--- src/rtl/spi_receiver_if.sv ---
// spi_receiver_if: pin bundle between an SPI transmitter (master) and the receiver (slave)
interface spi_receiver_if;
   logic       CKP;
   logic       CPH;
   logic       SCK;
   logic       CS;
   logic       MOSI;
   logic [7:0] tx_data;
   logic       MISO;
   logic [7:0] data_out;
   logic       data_valid;
   logic       busy;
   modport master (output CKP, CPH, SCK, CS, MOSI, tx_data, input MISO, data_out, data_valid, busy);
   modport slave (input CKP, CPH, SCK, CS, MOSI, tx_data, output MISO, data_out, data_valid, busy);
endinterface

--- src/rtl/spi_receiver.sv ---
// spi_receiver: oversampling SPI slave, all four modes, back-to-back bytes while CS stays low
module spi_receiver (
   input logic           clk,
   input logic           rst,
   spi_receiver_if.slave bus
);
   localparam logic [1:0] IDLE = 2'd0, ACTIVE = 2'd1, BYTE_DONE = 2'd2;
   logic [1:0] state_q, state_d;
   logic [2:0] sck_q, cs_q;
   logic [1:0] mosi_q;
   logic [1:0] mode_q, mode_d;
   logic [2:0] cnt_q, cnt_d;
   logic [7:0] rx_q, rx_d, tx_q, tx_d, dout_q, dout_d;
   logic       skip_q, skip_d;
   logic       rise, fall, lead, trail, samp, shft, cs_fall;
   // two-flop synchronizers; the third SCK/CS stage holds the previous synchronized value
   always_ff @(posedge clk or negedge rst) begin
      if (!rst) begin
         sck_q  <= '0;
         cs_q   <= '0;
         mosi_q <= '0;
      end else begin
         sck_q  <= {sck_q[1:0], bus.SCK};
         cs_q   <= {cs_q[1:0], bus.CS};
         mosi_q <= {mosi_q[0], bus.MOSI};
      end
   end
   // edge classification and frame/byte sequencing; skip_q holds bit 7 across the first shift edge of a byte
   always_comb begin
      rise    = sck_q[1] & ~sck_q[2];
      fall    = ~sck_q[1] & sck_q[2];
      lead    = mode_q[1] ? fall : rise;
      trail   = mode_q[1] ? rise : fall;
      samp    = mode_q[0] ? trail : lead;
      shft    = mode_q[0] ? lead : trail;
      cs_fall = ~cs_q[1] & cs_q[2];
      state_d = state_q;
      mode_d  = mode_q;
      cnt_d   = cnt_q;
      rx_d    = rx_q;
      tx_d    = tx_q;
      dout_d  = dout_q;
      skip_d  = skip_q;
      if (state_q == IDLE) begin
         cnt_d = '0;
         if (cs_fall) begin
            state_d = ACTIVE;
            mode_d  = {bus.CKP, bus.CPH};
            tx_d    = bus.tx_data;
            skip_d  = bus.CPH;
         end
      end else if (state_q == ACTIVE) begin
         if (samp) begin
            rx_d  = {rx_q[6:0], mosi_q[1]};
            cnt_d = cnt_q + 3'd1;
         end
         if (shft) begin
            tx_d   = skip_q ? tx_q : {tx_q[6:0], 1'b0};
            skip_d = 1'b0;
         end
         if (samp && cnt_q == 3'd7) begin
            state_d = BYTE_DONE;
            dout_d  = rx_d;
            skip_d  = 1'b1;
         end else if (cs_q[1]) begin
            state_d = IDLE;
            cnt_d   = '0;
         end
      end else begin
         tx_d    = bus.tx_data;
         state_d = cs_q[1] ? IDLE : ACTIVE;
      end
   end
   // state registers
   always_ff @(posedge clk or negedge rst) begin
      if (!rst) begin
         state_q <= IDLE;
         mode_q  <= '0;
         cnt_q   <= '0;
         rx_q    <= '0;
         tx_q    <= '0;
         dout_q  <= '0;
         skip_q  <= 1'b0;
      end else begin
         state_q <= state_d;
         mode_q  <= mode_d;
         cnt_q   <= cnt_d;
         rx_q    <= rx_d;
         tx_q    <= tx_d;
         dout_q  <= dout_d;
         skip_q  <= skip_d;
      end
   end
   assign bus.busy       = state_q != IDLE;
   assign bus.MISO       = bus.busy & tx_q[7];
   assign bus.data_valid = state_q == BYTE_DONE;
   assign bus.data_out   = dout_q;
endmodule

--- src/flat_wrapper.sv ---
// flat-port wrapper written by rule: the top's interface ports become plain ports
module spi_receiver_flat 
  (clk, rst, bus_CKP, bus_CPH, bus_SCK, bus_CS, bus_MOSI, bus_tx_data, bus_MISO, bus_data_out, bus_data_valid, bus_busy);
  spi_receiver_if bus_i ();
  input logic clk;
  input logic rst;
  input wire logic [$bits(bus_i.CKP)-1:0] bus_CKP;
  input wire logic [$bits(bus_i.CPH)-1:0] bus_CPH;
  input wire logic [$bits(bus_i.SCK)-1:0] bus_SCK;
  input wire logic [$bits(bus_i.CS)-1:0] bus_CS;
  input wire logic [$bits(bus_i.MOSI)-1:0] bus_MOSI;
  input wire logic [$bits(bus_i.tx_data)-1:0] bus_tx_data;
  output wire logic [$bits(bus_i.MISO)-1:0] bus_MISO;
  output wire logic [$bits(bus_i.data_out)-1:0] bus_data_out;
  output wire logic [$bits(bus_i.data_valid)-1:0] bus_data_valid;
  output wire logic [$bits(bus_i.busy)-1:0] bus_busy;
  assign bus_i.CKP = bus_CKP;
  assign bus_i.CPH = bus_CPH;
  assign bus_i.SCK = bus_SCK;
  assign bus_i.CS = bus_CS;
  assign bus_i.MOSI = bus_MOSI;
  assign bus_i.tx_data = bus_tx_data;
  assign bus_MISO = bus_i.MISO;
  assign bus_data_out = bus_i.data_out;
  assign bus_data_valid = bus_i.data_valid;
  assign bus_busy = bus_i.busy;
  spi_receiver u_core (.clk(clk), .rst(rst), .bus(bus_i));
endmodule
--- config.mk ---
export PLATFORM = sky130hd
export DESIGN_NAME = spi_receiver_flat
export DESIGN_NICKNAME = d
export VERILOG_FILES = /design/src/rtl/spi_receiver_if.sv /design/src/rtl/spi_receiver.sv /design/src/flat_wrapper.sv
export SDC_FILE = /design/constraint.sdc
export NUM_CORES = 1
export LEC_CHECK = 0
export ABC_AREA = 0
export CORE_ASPECT_RATIO = 1.25
export CORE_UTILIZATION = 47
export DETAILED_ROUTE_END_ITERATION = 10
export HOLD_SLACK_MARGIN = 0.05
export PLACE_DENSITY = 0.72
export SYNTH_ARGS = -nofsm -noshare
export SYNTH_HDL_FRONTEND = slang
export SYNTH_SLANG_ARGS = --single-unit
--- constraint.sdc ---
create_clock -name clk -period 1.8 [get_ports clk]
set_input_delay 0.36 -clock clk [delete_from_list [all_inputs] [get_ports clk]]
set_output_delay 0.36 -clock clk [all_outputs]
set_load 0.005 [all_outputs]
==> reports/qor.txt, run 1 <==
================================================================================
Clk Latency, worst-skew pair ......................................       290 ps
Avg Synthesized Cell Area .........................................     12.8 um2
Power per Cell Area ...............................................  1070 nW/um2
Outcome ........................................................... complete, no violations
Post-Synthesis Net Count ..........................................          150
Root buf cell ..................................................... sky130_fd_sc_hd__clkbuf_8
Type of the most critical hold path ...............................   reg -> reg
End-of-flow core utilization ......................................        62.6%
Total GRT Usage ...................................................        18.0%
Num CTS Buffers ...................................................            5
Remaining design rule violation count .............................            0
Core Area .........................................................     3480 um2
Register area share after synthesis ...............................        57.4%
Maximum number of pins on one net before global-route repair ......           40
Fin Clk Skew ......................................................      3.39 ps
HPWL Detailed .....................................................      2100 um
CP Data Required Time .............................................      1440 ps
Via count of the first global-routing pass ........................         1159
Horizontal die dimension ..........................................      55.8 um
Gate count of the mapped netlist ..................................          133
Die Ht ............................................................      69.3 um
Routability Congestion ............................................        0.806
Initial antenna violation count ...................................            0
Initial core utilization ..........................................        48.9%
Number of detailed-routing iterations run before antenna repair ...            3
Transition at the pin with the smallest max-transition slack ......       567 ps
Buffers added on ports ............................................           25
Netlist area before placement .....................................     1700 um2
Vias ..............................................................         1098
H-tree lvl count ..................................................            2
DP Cell Count .....................................................          198
Routed Wire Length ................................................      2990 um
Congestion Overflow GR ............................................            0
Type of element launching the critical path .......................         flop
Dominant delay contributor by cell family on the critical path .... simple AND/OR/NAND/NOR gates
Kind of end point of the critical path ............................   output pin
Fin. max-slew vios ................................................            0
Worst ir drop on vdd ..............................................     0.737 mV
First-pass GRT wire length ........................................      5310 um
Most used cells in the layout excluding fill and tap cells ........ sky130_fd_sc_hd__dfrtp_1, sky130_fd_sc_hd__clkdlybuf4s50_1, sky130_fd_sc_hd__nor2_1
Clock period minus worst slack ....................................      1710 ps
Maximum clock insertion buffer count ..............................            2
Fraction of final layout cells with drive strength greater than 1 .        23.7%
Post-route antenna net violation count ............................            0
TritonCTS clock tree ..............................................          yes
Setup-violating endpoint count in the final report ................            0
Synth-to-Final Area Change ........................................        28.2%
Final worst path period share .....................................        95.2%
Total buffers and inverters traversed by the critical path ........            1
Number of I/O pins ................................................           26
Arrival @ worst endpoint ..........................................      1350 ps
Final standard cell count with taps included and fillers excluded .          208
Peak fanout along the critical path ...............................            6
Hold slack ........................................................       353 ps
Detailed Route Iter0 Violations ...................................           23
Vias per std cell .................................................         5.28
Clock slew at reported path FFs ...................................        70 ps
Fmax ..............................................................      584 MHz
Worst-path cell chain ............................................. or2_4, and2_1, dlygate4sd2_1
Summed negative setup slack over all endpoints ....................         0 ps
Max Cap Violations ................................................            0
Type of the worst setup path ......................................   reg -> out
Total Die Area ....................................................     3870 um2
Slew headroom .....................................................        62.1%
Number of nets in the layout ......................................          185
Detail-routed net length per standard cell ........................      14.4 um
Sink Count ........................................................           39
Final hold violation count ........................................            0
# rows ............................................................           24
Worst path slowest cell ........................................... sky130_fd_sc_hd__dfrtp_1
Maximum single-stage delay on the critical path ...................       380 ps
Count of state elements after synthesis ...........................           39
Leakage ...........................................................      1.02 nW
Netlist cell types ................................................           31
Inserted Diodes ...................................................            0
Most common cell after layout, fill and taps aside ................ sky130_fd_sc_hd__dfrtp_1
Setup repair after global routing missed its margin ...............        false
Syn. warnings .....................................................            0
================================================================================
-- power by group --
part | internal (W) | leakage, nW | switching, W
sequential | 0.00100 | 0.489 | 0.0000928
combinational | 0.000239 | 0.462 | 0.000143
clock | 0.000554 | 0.0654 | 0.000293
total | 0.00180 | 1.02 | 0.000528
-- worst paths after layout --
kind	start	end	cells after the start	slack (ps)
worst min register to register	u_core.sck_q[0]$_DFF_PN0_	u_core.sck_q[1]$_DFF_PN0_	0	350
worst min-delay path	u_core.sck_q[0]$_DFF_PN0_	u_core.sck_q[1]$_DFF_PN0_	0	350
worst max-delay path	u_core.state_q[1]$_DFFE_PN0P_	bus_MISO	3	90
max in group asynchronous	rst	u_core.rx_q[6]$_DFFE_PN0N_	3	1040
worst max register to register	u_core.mode_q[1]$_DFFE_PN0P_	u_core.cnt_q[2]$_DFFE_PN0P_	4	90
min in group asynchronous	rst	u_core.tx_q[7]$_DFFE_PN0P_	3	560
-- through the flow --
step	total power [W]	cell area [um2]	worst slack [ps]
after floorplan	0.00136	1700	132
after global placement	0.00147	2020	64.3
after detailed placement	0.00149	2020	31.3
after CTS	0.00234	2170	24.8
after global routing	0.00242	2180	28.1
final	0.00232	2180	86.4
-- synth_stat cells --
cell | number | area share (%)
sky130_fd_sc_hd__a32o_1 | 2 | 1.2
sky130_fd_sc_hd__xnor2_2 | 1 | 0.96
sky130_fd_sc_hd__and2_1 | 1 | 0.37
sky130_fd_sc_hd__a21oi_1 | 6 | 1.8
sky130_fd_sc_hd__o22a_1 | 8 | 4.1
sky130_fd_sc_hd__nand2b_1 | 1 | 0.37
sky130_fd_sc_hd__clkbuf_1 | 2 | 0.44
sky130_fd_sc_hd__a221o_1 | 1 | 0.59
sky130_fd_sc_hd__buf_2 | 2 | 0.59
sky130_fd_sc_hd__mux2_2 | 10 | 6.6
sky130_fd_sc_hd__nand3_1 | 1 | 0.29
sky130_fd_sc_hd__inv_1 | 3 | 0.66
sky130_fd_sc_hd__nand2_1 | 2 | 0.44
sky130_fd_sc_hd__buf_6 | 1 | 0.66
sky130_fd_sc_hd__nand4_1 | 1 | 0.37
sky130_fd_sc_hd__nor3b_1 | 2 | 0.88
sky130_fd_sc_hd__mux2i_1 | 1 | 0.59
sky130_fd_sc_hd__a21bo_2 | 1 | 0.59
sky130_fd_sc_hd__dfrtp_1 | 39 | 57
sky130_fd_sc_hd__ha_1 | 2 | 1.5
sky130_fd_sc_hd__and2_4 | 1 | 0.51
sky130_fd_sc_hd__mux2_4 | 10 | 8.8
sky130_fd_sc_hd__nor2b_1 | 9 | 3.3
sky130_fd_sc_hd__nand3_2 | 1 | 0.59
sky130_fd_sc_hd__o21ai_0 | 2 | 0.59
sky130_fd_sc_hd__o22ai_1 | 1 | 0.37
sky130_fd_sc_hd__nand3b_1 | 1 | 0.44
sky130_fd_sc_hd__nor3_1 | 2 | 0.59
sky130_fd_sc_hd__or2_2 | 1 | 0.37
sky130_fd_sc_hd__a31oi_1 | 1 | 0.37
sky130_fd_sc_hd__nor2_1 | 17 | 3.7
-- cell type report --
type | instances | area, um2
well taps | 39 | 48.8
clock inverters | 2 | 60.1
multi-input cells | 86 | 696
clock buffers | 6 | 72.6
repair buffers | 33 | 317
flip-flops and latches | 39 | 976
inverters | 3 | 11.3
fillers | 283 | 1300
-- logic make-up after synthesis --
| logic type | after synthesis | synth area share, % |
|---|---|---|
| buf+inv | 8 | 2.35 |
| compound gates | 22 | 9.56 |
| mux | 21 | 16.0 |
| fa+ha+maj | 2 | 1.47 |
| xor+xnor | 1 | 0.956 |
| flops | 39 | 57.4 |
| simple gates | 40 | 12.3 |
-- state kept, by name (all words and copies together), names as in the netlist --
signal / flops
u_core.mosi_q: 2
u_core.mode_q: 2
u_core.bus.data_out: 8
u_core.cs_q: 3
u_core.sck_q: 3
u_core.tx_q: 8
u_core.cnt_q: 3
u_core.state_q: 2
u_core.rx_q: 7
u_core.skip_q: 1
-- layer usage --
metal	track usage [%]	part of all wire (%)
met5	0	0
met4	8.67	2.2
met3	5.04	4.4
met2	30.7	52
met1	20.7	41
-- what timing repair did --
| action | 4_1_cts | 5_1_grt |
|---|---|---|
| hold buffers | 1 | 0 |
| pin swaps | 1 | 0 |
| gates resized for setup | 4 | 1 |
| buffers inserted | 1 | 0 |
| hold endpoints to repair | 39 | 0 |
| endpoints found under the setup margin | 3 | 7 |
Power figures use the tool's default switching activity.
==> run 2, diff against run 1 <==
CAP_MARGIN = 5   (was default)
GPL_ROUTABILITY_DRIVEN = 0   (was default)
==> results of run 2 <==
Same layout as run 1: the final DEF is identical, and so are final timing and power.
